$ cat src/rtl/if_fetch_unit.sv
// if_fetch_unit: IF stage owning the PC, fetching over req/ack into a one-entry buffer for IF/ID.
// Optional FETCH_MISALIGN_CHK_EN enables the sticky misaligned-redirect flag.
module if_fetch_unit #(
  parameter logic [31:0] RESET_PC  = 32'h0000_0000,
  parameter logic [31:0] NOP_INSTR = 32'h0000_0000
) (
  input  logic        clk,
  input  logic        reset,
  input  logic        stall_f,
  input  logic        redirect,
  input  logic [31:0] redirect_pc,
  output logic        imem_req,
  output logic [31:0] imem_addr,
  input  logic        imem_ack,
  input  logic [31:0] imem_rdata,
  output logic [31:0] instr_f,
  output logic [31:0] pcplus4_f,
  output logic        fetch_busy,
  output logic        misalign_err
);
  typedef enum logic [1:0] {BOOT, FETCH, WAIT, FLUSH} state_t;
  state_t      state, state_n;
  logic [31:0] pc, pc_n, ibuf, ibuf_pc4, rpc_al;
  logic        ibuf_valid, consume, ack_f;
  assign rpc_al  = {redirect_pc[31:2], 2'b00};
  assign consume = ibuf_valid && !stall_f;
  assign ack_f   = state == FETCH && imem_ack;
  assign pc_n    = redirect ? rpc_al : ack_f ? imem_addr + 32'd4 : pc;
  always_ff @(posedge clk or posedge reset)
    if (reset) state <= BOOT;
    else state <= state_n;
  // An ack landing together with a redirect in FLUSH still retires the stale request.
  always_comb begin
    state_n = state;
    case (state)
      BOOT:  state_n = FETCH;
      FETCH: state_n = imem_ack ? (redirect ? FETCH : WAIT) : (redirect ? FLUSH : FETCH);
      WAIT:  state_n = (redirect || consume || !ibuf_valid) ? FETCH : WAIT;
      FLUSH: state_n = imem_ack ? FETCH : FLUSH;
      default: state_n = BOOT;
    endcase
  end
  always_comb begin
    imem_req   = state == FETCH || state == FLUSH;
    instr_f    = ibuf_valid ? ibuf : NOP_INSTR;
    pcplus4_f  = ibuf_valid ? ibuf_pc4 : 32'd0;
    fetch_busy = !ibuf_valid;
  end
  always_ff @(posedge clk or posedge reset)
    if (reset) begin
      pc         <= RESET_PC;
      imem_addr  <= RESET_PC;
      ibuf       <= NOP_INSTR;
      ibuf_pc4   <= 32'd0;
      ibuf_valid <= 1'b0;
    end else begin
      pc         <= pc_n;
      if (state_n == FETCH) imem_addr <= pc_n;
      ibuf_valid <= redirect ? 1'b0 : ack_f ? 1'b1 : consume ? 1'b0 : ibuf_valid;
      if (ack_f && !redirect) begin
        ibuf     <= imem_rdata;
        ibuf_pc4 <= imem_addr + 32'd4;
      end
    end
`ifdef FETCH_MISALIGN_CHK_EN
  always_ff @(posedge clk or posedge reset)
    if (reset) misalign_err <= 1'b0;
    else if (redirect && redirect_pc[1:0] != 2'b00) misalign_err <= 1'b1;
`else
  logic unused_lo;
  assign unused_lo    = ^redirect_pc[1:0];
  assign misalign_err = 1'b0;
`endif
endmodule

$ cat config.mk
export PLATFORM = sky130hd
export DESIGN_NAME = if_fetch_unit
export DESIGN_NICKNAME = d
export VERILOG_FILES = /design/src/rtl/if_fetch_unit.sv
export SDC_FILE = /design/constraint.sdc
export NUM_CORES = 1
export LEC_CHECK = 0
export BUFFER_PORTS_ARGS = -buffer_cell sky130_fd_sc_hd__buf_2
export CORE_MARGIN = 8
export CORE_UTILIZATION = 30
export CTS_CLUSTER_SIZE = 28
export DETAILED_ROUTE_END_ITERATION = 8
export MAX_ROUTING_LAYER = met4
export PLACE_DENSITY_LB_ADDON = 0.25
export SLEW_MARGIN = 25
export SYNTH_ARGS = -nofsm -noshare
export SYNTH_HDL_FRONTEND = slang
export SYNTH_SLANG_ARGS = --single-unit
$ cat constraint.sdc
create_clock -name clk -period 6.44 [get_ports clk]
set_input_delay 0.322 -clock clk [delete_from_list [all_inputs] [get_ports clk]]
set_output_delay 0.322 -clock clk [all_outputs]
set_load 0.005 [all_outputs]
# Word-level counts from Yosys, hierarchy flattened
# Index checks and enable logic that the tools add are counted.
[op_classes]
eq_ne = 4
n_mux = 13
n_reduce_logical = 11
addsub = 1
[ops]
columns = ["op", "n"]
rows = [
  ["32-bit two-way mux", 4],
  ["32-bit by 3-bit adder with 32-bit output (second input constant)", 1],
  ["2-bit two-way mux", 5],
  ["2-bit case mux with 4 select lines", 1],
  ["2-bit by 1-bit equality test with 1-bit output (second input constant)", 2],
  ["2-bit equality test (second input constant)", 2],
  ["1-bit logical AND", 3],
  ["1-bit zero test", 3],
  ["1-bit logical OR", 3],
  ["1-bit two-way mux", 3],
  ["3-bit nonzero test", 1],
  ["2-bit zero test", 1],
]
[totals]
output_inout_bits = 99
ff_bits = 131
input_bits = 69
elab_cells = 35

# Logic depth before layout (Yosys ltp)
# Gate-level depths: netlist of run 1.
[logic_depth]
word_depth = 7
ltp_mapped = 9
depth_no_buf = 7

# Least setup slack after synthesis of run 1
# Ideal clock, no wire load.
[synth_timing]
path_kind = "input to register"
startpoint = "input redirect"
endpoint = "register imem_addr[2]"
required_time_ns = 6.315
setup_time_ns = 0.125
setup_slack_ns = 3.811
n_path_buf = 2
cell_stages = 7
arrival_time_ns = 2.504
path_cell_list = "clkbuf_1 > clkinv_1 > ha_1 > or3b_2 > a21oi_2 > clkbuf_1 > mux2_2"
[synth_between]
elab_chain_len = 5
word_cells_on_any_way = 9
classes_between = "eq/ne: 1; mux: 6; reduce/logical: 2"
[synth_rtl]
columns = ["item", "line_no", "source"]
rows = [
  ["start: declaration", "10", "input logic redirect,"],
  ["1-bit logical OR (2 in series)", "38", "WAIT: state_n = (redirect || consume || !ibuf_valid) ? FETCH : WAIT;"],
  ["2-bit two-way mux", "38", ""],
  ["2-bit case mux with 4 select lines", "35", "case (state)"],
  ["2-bit by 1-bit equality test with 1-bit output", "58", "if (state_n == FETCH) imem_addr <= pc_n;"],
  ["end signal: assignment", "58", ""],
  ["end: declaration", "13", "output logic [31:0] imem_addr,"],
]
# Parallel ways exist; a longest one is shown, timed or not.
# A chain may end at the register's enable or synchronous reset.

# Final worst setup path of run 1
[layout_timing]
startpoint = "register state[1]"
endpoint = "register imem_addr[29]"
[layout_between]
elab_chain_len = 4
word_cells_on_any_way = 9
classes_between = "eq/ne: 4; mux: 3; reduce/logical: 2"
[layout_rtl]
columns = ["item", "line_no", "source"]
rows = [
  ["start: declaration", "22", "state_t state, state_n;"],
  ["start signal: assignment", "31", "else state <= state_n;"],
  ["branches (longest 4 deep; another with 2-bit case mux with 4 select lines)", "--", ""],
]
# Several ways; the timed one is not identified.

==> results of run 1 <==
## cells by family after synthesis
family / after synthesis / synth area share
simple gates: 353 / 0.257
compound gates: 144 / 0.138
flops: 131 / 0.509
buf+inv: 61 / 0.0373
xor+xnor: 28 / 0.0381
mux: 10 / 0.0169
fa+ha+maj: 2 / 0.00388
other cells: 1 / 0.000582
## state kept, by name, indices dropped and copies added (netlist names)
name	cells
ibuf	32
state	2
ibuf_valid	1
ibuf_pc4	32
imem_addr	32
pc	32
## worst reg2reg max path, stage by stage (launching register included)
cell,delay (ps)
sky130_fd_sc_hd__dfrtp_1,400
sky130_fd_sc_hd__and3b_1,730
sky130_fd_sc_hd__nand2_4,550
sky130_fd_sc_hd__buf_4,510
sky130_fd_sc_hd__o31a_1,380
sky130_fd_sc_hd__o22ai_1,130
## routing by layer
metal	track usage	wire length, um	up-vias
met3	0.0361	1020	23
met1	0.199	9090	2589
li1	-	-	2733
met4	0.0488	312	0
met2	0.241	9460	125
met5	-	0	-
## cells in the mapped netlist, drive strengths merged (6+ instances only)
library cell,instances
nor2,31
a21o,6
inv,9
o21ai,58
nor3,8
clkbuf,39
mux2,7
a31oi,8
nand4,13
nand2,197
a21oi,27
xor2,11
buf,12
and3,6
nand3,11
and2,70
xnor2,17
dfrtp,131
o2bb2ai,9
o21bai,8
## area by class of cell
cell class,instances,area [um2]
antenna,1,2.50
clock buffer,19,443
clock inverter,13,208
fill,2160,12900
inverter,10,42.5
multi-input combinational,538,2950
sequential,131,3280
tap,275,344
timing repair buffer,171,873
## cells in the final DEF (no fill, tap or decap), types with 3 or more instances in the layout
| cell | n |
|---|---|
| sky130_fd_sc_hd__nand2_1 | 196 |
| sky130_fd_sc_hd__buf_2 | 164 |
| sky130_fd_sc_hd__dfrtp_1 | 130 |
| sky130_fd_sc_hd__and2_1 | 70 |
| sky130_fd_sc_hd__o21ai_0 | 58 |
| sky130_fd_sc_hd__nor2_1 | 30 |
| sky130_fd_sc_hd__a21oi_1 | 26 |
| sky130_fd_sc_hd__xnor2_1 | 17 |
| sky130_fd_sc_hd__clkbuf_16 | 17 |
| sky130_fd_sc_hd__nand3_1 | 11 |
| sky130_fd_sc_hd__xor2_1 | 11 |
| sky130_fd_sc_hd__nand4_1 | 11 |
| sky130_fd_sc_hd__o21bai_1 | 8 |
| sky130_fd_sc_hd__nor3_1 | 8 |
| sky130_fd_sc_hd__o2bb2ai_1 | 8 |
| sky130_fd_sc_hd__inv_1 | 8 |
| sky130_fd_sc_hd__a31oi_1 | 8 |
| sky130_fd_sc_hd__mux2_2 | 7 |
| sky130_fd_sc_hd__buf_4 | 7 |
| sky130_fd_sc_hd__a21o_1 | 6 |
| sky130_fd_sc_hd__and3_1 | 6 |
| sky130_fd_sc_hd__bufinv_16 | 5 |
| sky130_fd_sc_hd__o31ai_1 | 4 |
| sky130_fd_sc_hd__o22ai_1 | 4 |
| sky130_fd_sc_hd__clkinvlp_4 | 4 |
| sky130_fd_sc_hd__mux2i_1 | 3 |
| sky130_fd_sc_hd__a211oi_1 | 3 |
| sky130_fd_sc_hd__and4_1 | 3 |
| sky130_fd_sc_hd__o221ai_1 | 3 |
| sky130_fd_sc_hd__nor4_1 | 3 |
| sky130_fd_sc_hd__o31a_1 | 3 |
## metrics by stage
| stage | setup slack, ps | cells | instance area, um2 |
|---|---|---|---|
| 6_report | 3660 | 1158 | 8140 |
| 5_1_grt | 3400 | 1158 | 8140 |
| 4_1_cts | 3600 | 1157 | 8140 |
| 3_5_place_dp | 3350 | 1125 | 7490 |
| 3_3_place_gp | 3440 | 1125 | 7480 |
| 2_1_floorplan | 2620 | 730 | 6440 |
## power breakdown
group | internal [mW] | switching (mW)
sequential | 1.13 | 0.282
combinational | 0.390 | 0.509
clock | 0.696 | 0.378
total | 2.22 | 1.17
## how the worst min path moves through the flow
stage	from	endpoint
after global routing	reset	ibuf_pc4[14]$_DFFE_PP0P_
after CTS	reset	ibuf_pc4[8]$_DFFE_PP0P_
after global placement	reset	ibuf[13]$_DFFE_PP0P_
after detailed placement	ibuf[26]$_DFFE_PP0P_	ibuf[26]$_DFFE_PP0P_
after floorplan	imem_rdata[0]	ibuf[0]$_DFFE_PP0P_
final	reset	ibuf_pc4[13]$_DFFE_PP0P_
==> results.yml, run 1 <==
power_and_ir_drop:
  vdd_drop_max_uv: 207
  power_leakage_nw: 3.99
  total_power_mw: 3.39
  power_density_nw_per_um2: 416
clock_tree:
  post_cts_resized: 0
  cts_post_setup_buffers_inserted: 0
  cts.sinks: 131
  h-tree-depth: 4
  cts_tree: "done"
  tritoncts.num_buffers: 17
  cts_root_buf: "sky130_fd_sc_hd__clkbuf_16"
  cts_buffer_depth: 2
  cts.clk_slew.worst_paths_ps: 60
  insertion_delay_ps: 420
  cts_hold_buf: 0
setup_path:
  cp_slowest_cell: "sky130_fd_sc_hd__and3b_1"
  timing.rr.start: "state[1]$_DFF_PP0_"
  worstSetupEndpoint: "imem_addr[29]$_DFFE_PP0N_"
  startpoint: "state[1]$_DFF_PP0_"
  ws_path_type: "reg -> reg"
  rr_endpoint: "imem_addr[29]$_DFFE_PP0N_"
  crit_family: "simple AND/OR/NAND/NOR gates"
  regToRegSetupSlack_ps: 3660
  required_ps: 6780
  critical_path.max_stage_delay_ps: 730
  worst_setup_path_start_kind: "register"
  ff2ff_path_depth: 5
  worst_ep_arrival_time_ps: 3120
  crit_path_end_kind: "register"
  crit_path_cell_trace: "and3b_1 > nand2_4 > buf_4 > o31a_1 > o22ai_1"
  worstPathMaxFanout: 70
  path_buf_inv: 1
  critical_path_cell_count: 5
routing:
  drcViolationCount: 0
  vias: 5470
  route.detailed.wl_per_inst_um: 17.2
  drt_pass1_iterations: 5
  postRouteAntennaNets: 0
  drt_iter0_markers: 441
  routed_via_density: 4.72
  totalWireLength_um: 19900
layout:
  final_util: 0.387
  fin_nets: 940
  syn_to_final_growth_pct: 26.4
  layout-drive-gt1-share: 0.253
flow_run:
  maxCapViolCount: 0
placement:
  place.detailed.hpwl_um: 13500
  port-buffer-count: 164
  gp_congestion: 0.760
status:
  violations: "hold timing"
  run_status: "complete, but fails checks"
sta:
  final_hold_viol_count: 25
  worst_clock_skew_ps: 7.63
  worst-slew-pin-transition_ps: 927
  finalHoldWorstSlack_ps: -20.6
  finalWorstPathRequiredPeriod_ps: 2780
  share_of_the_cycle_needed_by_the_critical_path_after_routing: 0.432
  slew_headroom: 0.382
  tns_ps: 0
  max_freq_mhz: 359
  rsz0062_at_grt: "no"
  final_max_slew_viol_count: 0
  report.final.setup_viol: 0
synth:
  mappedNetlistArea_um2: 6440
  yosys-top-cells-area: "sky130_fd_sc_hd__dfrtp_1, sky130_fd_sc_hd__nand2_1, sky130_fd_sc_hd__and2_1"
  cell_type_contributing_the_most_total_cell_area_after_synthesis: "sky130_fd_sc_hd__dfrtp_1"
  post_synth.cell_area_avg_um2: 8.83
  yosysWarningCount: 0
  synthArstFlopShare: 1.00
  synthFlopType: "sky130_fd_sc_hd__dfrtp_1"
  area_share_of_the_largest_cell_type_after_synthesis: 0.509
  ys_ff_latch: 131
  synth_cell_type_count: 51
  synth_edf_count: 0
  ys_seq_area_frac: 0.509
  post_synth_inst_count: 730
  number_of_nets_in_the_synthesized_netlist: 801
grt:
  grt_overflow: 0
  track_usage: 0.156
  global_route_wire_length_before_repair_um: 31300
  grt_max_degree: 71
  first_global_vias: 5371
  grt_antenna_before_repair: 2
die:
  design.core.area_um2: 21000
  boundaryPins: 168
  area_of_the_die_um2: 26400
  die_x_um: 163
  fp-row-count: 53
  die_h_um: 163
  initial_utilization: 0.306
hold_path:
  hold_path_class: "in -> async"
Power figures use the tool's default switching activity.
==> inputs of run 2 (changes only) <==
==> constraint.sdc (replaced) <==
create_clock -name clk -period 2.4 [get_ports clk]
set_input_delay 0.12 -clock clk [delete_from_list [all_inputs] [get_ports clk]]
set_output_delay 0.12 -clock clk [all_outputs]
set_load 0.005 [all_outputs]
==> results.yml, run 2 (synthesized netlist as in run 1, its figures left out) <==
setup_path:
  crit_path_end_kind: "register"
  required_ps: 2750
  worst_ep_arrival_time_ps: 2570
  worstPathMaxFanout: 6
  ws_path_type: "reg -> reg"
  worst_setup_path_start_kind: "register"
routing:
  vias: 5744
  drt_pass1_iterations: 5
  postRouteAntennaNets: 0
  routed_via_density: 4.68
  totalWireLength_um: 20100
  route.detailed.wl_per_inst_um: 16.4
  drt_iter0_markers: 435
  drcViolationCount: 0
clock_tree:
  h-tree-depth: 4
  cts.sinks: 131
  cts_tree: "done"
  tritoncts.num_buffers: 17
  insertion_delay_ps: 420
  cts_buffer_depth: 2
  cts_root_buf: "sky130_fd_sc_hd__clkbuf_16"
  cts.clk_slew.worst_paths_ps: 60
status:
  run_status: "finished clean"
layout:
  final_util: 0.422
  layout.cells.most_common: "sky130_fd_sc_hd__nand2_1"
  finalInstanceArea_um2: 8870
  highest_count_cells_in_the_layout_ignoring_fill_and_taps: "sky130_fd_sc_hd__nand2_1, sky130_fd_sc_hd__buf_2, sky130_fd_sc_hd__dfrtp_1"
  layout-drive-gt1-share: 0.259
  layout.cells.non_filler: 1228
  syn_to_final_growth_pct: 37.7
  fin_nets: 1011
sta:
  finalWorstPathRequiredPeriod_ps: 2220
  rsz0062_at_grt: "no"
  share_of_the_cycle_needed_by_the_critical_path_after_routing: 0.926
  postLayoutSetupSlackWorst_ps: 177
  tns_ps: 0
  final_max_slew_viol_count: 0
  worst_clock_skew_ps: 11.4
  final_hold_viol_count: 0
  worst-slew-pin-transition_ps: 720
  max_freq_mhz: 450
  slew_headroom: 0.520
  report.final.setup_viol: 0
  finalHoldWorstSlack_ps: 13.8
flow_run:
  maxCapViolCount: 0
hold_path:
  hold_path_class: "in -> reg"
die:
  initial_utilization: 0.306
  boundaryPins: 168
  die_h_um: 163
  die_x_um: 163
  area_of_the_die_um2: 26400
  design.core.area_um2: 21000
  fp-row-count: 53
placement:
  dp_cells: 1150
  place.detailed.hpwl_um: 13800
  place_ws_ps: 190
  placement.cell_area_um2: 7740
  port-buffer-count: 164
  gp_congestion: 0.793
power_and_ir_drop:
  power_leakage_nw: 4.35
  power_density_nw_per_um2: 1070
  total_power_mw: 9.51
  vdd_drop_max_uv: 547
grt:
  first_global_vias: 5780
  grt_overflow: 0
  grt_max_degree: 132
  grt_antenna_before_repair: 1
  track_usage: 0.159
  global_route_wire_length_before_repair_um: 32300
==> run 2: worst paths after layout <==
check,slack [ps],end,from,cells after the start
min,10,pc[15]$_DFF_PP0_,redirect_pc[15],3
min reg2reg,460,ibuf[25]$_DFFE_PP0P_,ibuf[25]$_DFFE_PP0P_,2
max reg2reg,180,imem_addr[29]$_DFFE_PP0N_,imem_addr[16]$_DFFE_PP0N_,5
min in group asynchronous,480,ibuf[9]$_DFFE_PP0P_,reset,4
max,180,imem_addr[29]$_DFFE_PP0N_,imem_addr[16]$_DFFE_PP0N_,5
max in group asynchronous,1380,ibuf_valid$_DFFE_PP0P_,reset,4
==> run 2: area by class of cell <==
type,count,area [um2]
Multi-Input combinational cell,538,2950
Tap cell,275,344
Antenna cell,1,2.50
Timing Repair Buffer,242,1580
Fill cell,2130,12200
Inverter,10,41.3
Clock buffer,20,457
Clock inverter,11,208
Sequential cell,131,3280
==> run 2: power by group <==
group,switching [mW],internal [mW],leakage (nW)
logic,1.61,1.30,2.39
registers,0.597,3.04,1.63
clock network,0.974,1.99,0.326
==> run 2: what timing repair did <==
action                                 CTS  global route
resized for setup                        0             0
setup buffers                            0             0
hold buffers                            46             0
endpoints found under the hold margin  176             0
==> run 2: layer usage <==
layer	vias to the layer above	track usage	routed length, um
li1	2872	-	-
met1	2717	0.202	9280
met2	135	0.238	9300
met3	20	0.0402	1080
met4	0	0.0626	469
met5	-	-	0
==> run 2: worst max-delay path, cell delays in order, from the launching register on <==
cell and delay (ps):
sky130_fd_sc_hd__dfrtp_1 440, sky130_fd_sc_hd__nand4_2 210, sky130_fd_sc_hd__or4_4 570, sky130_fd_sc_hd__or4_4 550
sky130_fd_sc_hd__o31a_1 250, sky130_fd_sc_hd__o22ai_1 120
